**src/rtl/store_buffer_pkg.sv**
```systemverilog
// Shared types for the store buffer: memory port request/response, FIFO entry and drain FSM states.
package store_buffer_pkg;

  localparam int SB_DEPTH   = 8;
  localparam int MEM_ADDR_W = 32;
  localparam int MEM_DATA_W = 32;

  typedef struct packed {
    logic [MEM_ADDR_W-1:0] addr;
    logic [MEM_DATA_W-1:0] wr_data;
    logic                  MemWrite;
    logic                  MemRead;
    logic                  valid;
  } memReqStruct;

  typedef struct packed {
    logic [MEM_DATA_W-1:0] rd_data;
    logic                  MemRead;
    logic                  valid;
  } memRespStruct;

  typedef struct packed {
    logic [MEM_ADDR_W-1:0] addr;
    logic [MEM_DATA_W-1:0] data;
  } sbEntryStruct;

  typedef enum logic {
    SB_IDLE = 1'b0,
    SB_WAIT = 1'b1
  } sbState;

endpackage

```
**src/rtl/sb_fwd_cam.sv**
```systemverilog
// Youngest-match search over the occupied store buffer entries (store-to-load forwarding).
// Only present when STORE_FWD_EN is defined.
`ifdef STORE_FWD_EN
module sb_fwd_cam
  import store_buffer_pkg::*;
#(
  parameter int DEPTH  = SB_DEPTH,
  parameter int ADDR_W = 32,
  parameter int DATA_W = 32
) (
  input  sbEntryStruct                 entries [DEPTH],
  input  logic [$clog2(DEPTH)-1:0]     head,
  input  logic [$clog2(DEPTH+1)-1:0]   count,
  input  logic [ADDR_W-1:0]            ld_addr,
  output logic                         fwd_hit,
  output logic [DATA_W-1:0]            fwd_data
);

  localparam int PTR_W = $clog2(DEPTH);
  localparam int CNT_W = $clog2(DEPTH+1);

  logic [PTR_W-1:0] idx;

  // Walk oldest to youngest so the last match seen is the youngest one.
  always_comb begin
    fwd_hit  = 1'b0;
    fwd_data = '0;
    idx      = '0;
    for (int k = 0; k < DEPTH; k++) begin
      idx = head + PTR_W'(k);
      if ((CNT_W'(k) < count) && (entries[idx].addr == MEM_ADDR_W'(ld_addr))) begin
        fwd_hit  = 1'b1;
        fwd_data = DATA_W'(entries[idx].data);
      end
    end
  end

endmodule
`endif

```
**src/rtl/store_buffer.sv**
```systemverilog
// Retired-store FIFO draining to memory in program order, one write outstanding at a time.
// Optional store-to-load forwarding port is enabled with the STORE_FWD_EN macro.
module store_buffer
  import store_buffer_pkg::*;
#(
  parameter int DEPTH  = SB_DEPTH,
  parameter int ADDR_W = 32,
  parameter int DATA_W = 32
) (
  input  logic                        clk,
  input  logic                        rst_n,
  input  logic                        commit_valid,
  input  logic [ADDR_W-1:0]           commit_addr,
  input  logic [DATA_W-1:0]           commit_data,
  input  logic                        ld_busy,
  output logic                        full,
  output logic                        empty,
  output logic [$clog2(DEPTH+1)-1:0]  count,
  output logic                        err_overflow,
`ifdef STORE_FWD_EN
  input  logic [ADDR_W-1:0]           ld_addr,
  output logic                        fwd_hit,
  output logic [DATA_W-1:0]           fwd_data,
`endif
  output memReqStruct                 request,
  input  memRespStruct                response
);

  localparam int PTR_W = $clog2(DEPTH);
  localparam int CNT_W = $clog2(DEPTH+1);

  sbEntryStruct     entries [DEPTH];
  logic [PTR_W-1:0] head;
  logic [PTR_W-1:0] tail;
  sbState           state;
  sbState           state_nxt;
  logic             enq;
  logic             launch;
  logic             pop;
  logic             unused_rd;

  assign unused_rd = ^response.rd_data;

  assign full  = (count == CNT_W'(DEPTH));
  assign empty = (count == '0);
  // Pre-edge full blocks the commit even if the same edge pops.
  assign enq   = commit_valid && !full;

  // Entry payload is not reset; validity comes from head/count.
  always_ff @(posedge clk) begin
    if (enq) begin
      entries[tail] <= '{addr: MEM_ADDR_W'(commit_addr), data: MEM_DATA_W'(commit_data)};
    end
  end

  always_ff @(posedge clk or negedge rst_n) begin
    if (!rst_n) begin
      head         <= '0;
      tail         <= '0;
      count        <= '0;
      err_overflow <= 1'b0;
    end else begin
      if (enq) tail <= tail + PTR_W'(1);
      if (pop) head <= head + PTR_W'(1);
      case ({enq, pop})
        2'b10:   count <= count + CNT_W'(1);
        2'b01:   count <= count - CNT_W'(1);
        default: count <= count;
      endcase
      if (commit_valid && full) err_overflow <= 1'b1;
    end
  end

  // Drain FSM: state register
  always_ff @(posedge clk or negedge rst_n) begin
    if (!rst_n) state <= SB_IDLE;
    else        state <= state_nxt;
  end

  // Drain FSM: next state
  always_comb begin
    state_nxt = state;
    case (state)
      SB_IDLE: if (!empty && !ld_busy) state_nxt = SB_WAIT;
      SB_WAIT: if (response.valid && !response.MemRead) state_nxt = SB_IDLE;
      default: state_nxt = SB_IDLE;
    endcase
  end

  // Drain FSM: outputs; load responses (MemRead=1) never count as a write ack.
  always_comb begin
    launch = 1'b0;
    pop    = 1'b0;
    case (state)
      SB_IDLE: launch = !empty && !ld_busy;
      SB_WAIT: pop    = response.valid && !response.MemRead;
      default: ;
    endcase
  end

  // valid pulses for one cycle; address and data hold until the next launch.
  always_ff @(posedge clk or negedge rst_n) begin
    if (!rst_n) begin
      request <= '0;
    end else begin
      request.valid <= launch;
      if (launch) begin
        request.addr     <= entries[head].addr;
        request.wr_data  <= entries[head].data;
        request.MemWrite <= 1'b1;
        request.MemRead  <= 1'b0;
      end
    end
  end

`ifdef STORE_FWD_EN
  sb_fwd_cam #(
    .DEPTH  (DEPTH),
    .ADDR_W (ADDR_W),
    .DATA_W (DATA_W)
  ) u_fwd_cam (
    .entries  (entries),
    .head     (head),
    .count    (count),
    .ld_addr  (ld_addr),
    .fwd_hit  (fwd_hit),
    .fwd_data (fwd_data)
  );
`else
  // Without forwarding, loads always read memory; no address compare exists.
`endif

endmodule

```
**config.mk**
```make
export PLATFORM = sky130hd
export DESIGN_NAME = store_buffer
export DESIGN_NICKNAME = d
export VERILOG_FILES = /design/src/rtl/store_buffer_pkg.sv /design/src/rtl/sb_fwd_cam.sv /design/src/rtl/store_buffer.sv
export SDC_FILE = /design/constraint.sdc
export NUM_CORES = 1
export LEC_CHECK = 0
export CORE_ASPECT_RATIO = 1.2
export CORE_MARGIN = 2
export CORE_UTILIZATION = 58
export CTS_BUF_LIST = sky130_fd_sc_hd__clkbuf_4 sky130_fd_sc_hd__clkbuf_8 sky130_fd_sc_hd__clkbuf_16
export DETAILED_ROUTE_END_ITERATION = 10
export PLACE_DENSITY = 0.84
export SYNTH_ARGS = -nofsm -noshare
export SYNTH_HDL_FRONTEND = slang
export SYNTH_SLANG_ARGS = --single-unit
```
**constraint.sdc**
```tcl
create_clock -name clk -period 6.93 [get_ports clk]
set_clock_uncertainty 0.05 [all_clocks]
set_input_delay 1.386 -clock clk [delete_from_list [all_inputs] [get_ports clk]]
set_output_delay 1.386 -clock clk [all_outputs]
set_load 0.01 [all_outputs]
```
==> run summary <==
Largest net degree at the start of global routing: 121
Placed Area: 0.0244 sq mm
Drt wl/cell: 23.6 um
Syn Inst Count: 1299
Total I/O pin count: 176
Largest area contributor in the netlist: edfxtp_1
CTS sink cnt: 590
CP startpoint kind: input pin
Global Route Usage Sum: 0.233
DRT antenna net count: 0
Setup tns final: 0 ns
Area of the core: 0.0385 sq mm
Setup Fix Bufs, Post-CTS: 0
Hold_buf cts: 0
Final Hold Viols: 0
Worst-margin pin slew: 1.08 ns
Hpwl dp: 24200 um
Worst setup EP type: flip-flop
H-tree depth: 2
Clock share of power: 0.270
Layout cells sized above 1: 0.103
Netlist cell types: 35
Rows: 79
Worst path arrival time: 3.96 ns
Avg Inst Size Synth: 17.4 sq um
Power per Cell Area: 423 mW/mm^2
FF/Latch Area: 0.0173 sq mm
Vias post-DR: 12100
Deepest clock path buffer count: 3
Post-Syn Nets: 1406
Gates resized, CTS repair: 0
Area Growth Syn to Fin: 16.4%
P_leak: 0.00961 uW
CTS Buf Count: 53
RSZ-0062 raised after global routing: false
Top cell type's share of synthesized area: 0.682
Status: complete, no violations
R2r worst-path depth: 5
Combinational share of power: 0.290
Period utilization: 0.549
Setup Viol. Count Final: 0
Global placer's final weighted congestion: 0.718
Flops & latches, synth: 590
Worst hold path depth: 1
CTS tree: built
TritonRoute pass-1 iters: 5
VDD IR max: 0.000405 V
Sequential share of the synthesized area: 0.768
Final Cell Area: 0.0263 sq mm
Fin crit period: 3.80 ns
Die Span Y: 220 um
Via/cell ratio: 6.10
Synthesis Warnings: 0
Max-Cap Viols: 0
Vias in the first global route: 12500
Fill cells: 2409
Antenna violations before repair: 7
Critical Path RT: 7.08 ns
Post-Syn Area: 0.0226 sq mm
IO buf count: 142
Final nets: 1552
Crit path kind: input pin to flip-flop
Area contributors post-synth: edfxtp_1, mux2i_1, dfrtp_1, a22oi_1, nand2_1
Slew Limit Fails: 0
Max Clk Rate: 263 MHz
Chip width: 184 um
Sw Ratio: 0.311
HP Class: flip-flop to flip-flop
First-pass GRT wire length: 70300 um
Clock root cell: clkbuf_16
Clk slew on worst S/H paths: 0.06 ns
Die Area: 0.0405 sq mm
Grt ovf: 0
Initial DRC count: 1026
Initial core utilization: 0.585
Cell internal pwr: 7640 uW
Sequential Power Share: 0.440
Area occupied by multi-input gates: 0.00490 sq mm
Max-slew headroom: 0.281
Drt total wl: 46700 um
Sw Pwr: 3450 uW
Crit Path Max Fanout: 44
# DRC: 0
Clk_lat worst skew: 0.59 ns
Final setup margin: 3.13 ns
Place WS: 2.53 ns
[final timing paths]
check / startpoint / to / slack (ns)
worst max-delay path: commit_valid / entries[2][48] / 3.13
worst min register to register: err_overflow / err_overflow / 0.42
worst min-delay path: err_overflow / err_overflow / 0.42
max in group asynchronous: rst_n / head[0] / 4.89
worst max register to register: count[0] / entries[2][48] / 3.67
min in group asynchronous: rst_n / request[60] / 0.59
[cell type report]
| cell class | instances | area share |
|---|---|---|
| sequential | 590 | 0.660 |
| multi-input combinational | 634 | 0.186 |
| timing repair buffer | 163 | 0.0605 |
| clock buffer | 76 | 0.0583 |
| tap | 486 | 0.0232 |
| clock inverter | 23 | 0.0109 |
| inverter | 3 | 0.000476 |
| antenna | 3 | 0.000286 |
[Yosys cell counts]
library cell / n
a2111oi_0: 1
a21o_1: 1
a21oi_1: 1
a22oi_1: 128
and2_1: 1
and2b_1: 1
buf_12: 3
buf_2: 35
buf_4: 4
buf_6: 4
clkbuf_1: 26
conb_1: 1
dfrtp_1: 78
edfxtp_1: 512
ha_1: 5
inv_1: 2
inv_2: 1
mux2_2: 2
mux2i_1: 256
nand2_1: 138
nand2b_1: 5
nand3_1: 45
nand3_2: 20
nand3b_1: 1
nor2_1: 8
nor2b_1: 2
nor3_1: 3
nor3b_1: 1
nor4_1: 1
nor4_2: 1
nor4b_1: 2
o21ai_0: 1
or3_1: 1
xnor2_1: 4
xor2_1: 4
[power groups by stage]
stage          registers (uW)  clock network [uW]  logic, uW
2_1_floorplan            4960                   0       2020
3_3_place_gp             4910                   0       3090
3_5_place_dp             4950                   0       3200
4_1_cts                  4880                3030       3230
5_1_grt                  4940                3180       3460
6_report                 4880                3000       3220
[critical path, stage by stage]
cell and delay, ns:
clkdlybuf4s50_1 0.47, and2b_1 0.26, nand2b_1 0.28, nor2_4 0.74, buf_4 0.73
[state kept, by name, indices dropped and copies added (netlist names)]
register and count:
head 3, state 1, entries 512, count 4, tail 3, request 66
err_overflow 1
[layout by cell type, fill, tap and decap left out, types with 2 or more instances in the layout]
cell type,count
edfxtp_1,512
mux2i_1,256
clkdlybuf4s50_1,141
nand2_1,138
a22oi_1,128
dfrtp_1,77
clkbuf_16,53
nand3_1,45
buf_4,21
nand3_2,20
clkbuf_4,18
nor2_4,7
clkinv_2,7
bufinv_16,6
clkinv_1,6
nand2b_1,5
ha_1,5
clkbuf_8,5
xor2_1,4
xnor2_1,4
diode_2,3
inv_6,3
nor4b_1,2
inv_1,2
nor3_2,2
nor2b_4,2
mux2_2,2
[kinds of logic after synthesis]
| kind of cell | share of synthesized area |
|---|---|
| adder cells (fa/ha/maj) | 0.00277 |
| AND/OR/NAND/NOR | 0.0489 |
| buffers and inverters | 0.0186 |
| other | 0.000166 |
| multiplexers | 0.115 |
| XOR/XNOR | 0.00311 |
| flip-flops | 0.768 |
| AO/OA/AOI/OAI | 0.0438 |
[per-layer routing]
| layer | vias up | routed length, um | track usage |
|---|---|---|---|
| li1 | 5326 | - | - |
| met1 | 6130 | 18600 | 0.303 |
| met2 | 496 | 23000 | 0.386 |
| met3 | 105 | 3540 | 0.0496 |
| met4 | 8 | 1460 | 0.0912 |
| met5 | - | 36 | 0 |
[per-stage QoR]
stage	utilization	cells	power, uW	hold slack (ns)
after detailed placement	0.634	1876	8150	0.406
final	0.681	1978	11100	0.417
after floorplan	-	1299	6990	0.428
after global placement	0.634	1876	8000	0.391
after global routing	0.681	1977	11600	0.440
after CTS	0.681	1975	11100	0.421
No activity file was read; power rests on OpenSTA's default activity.
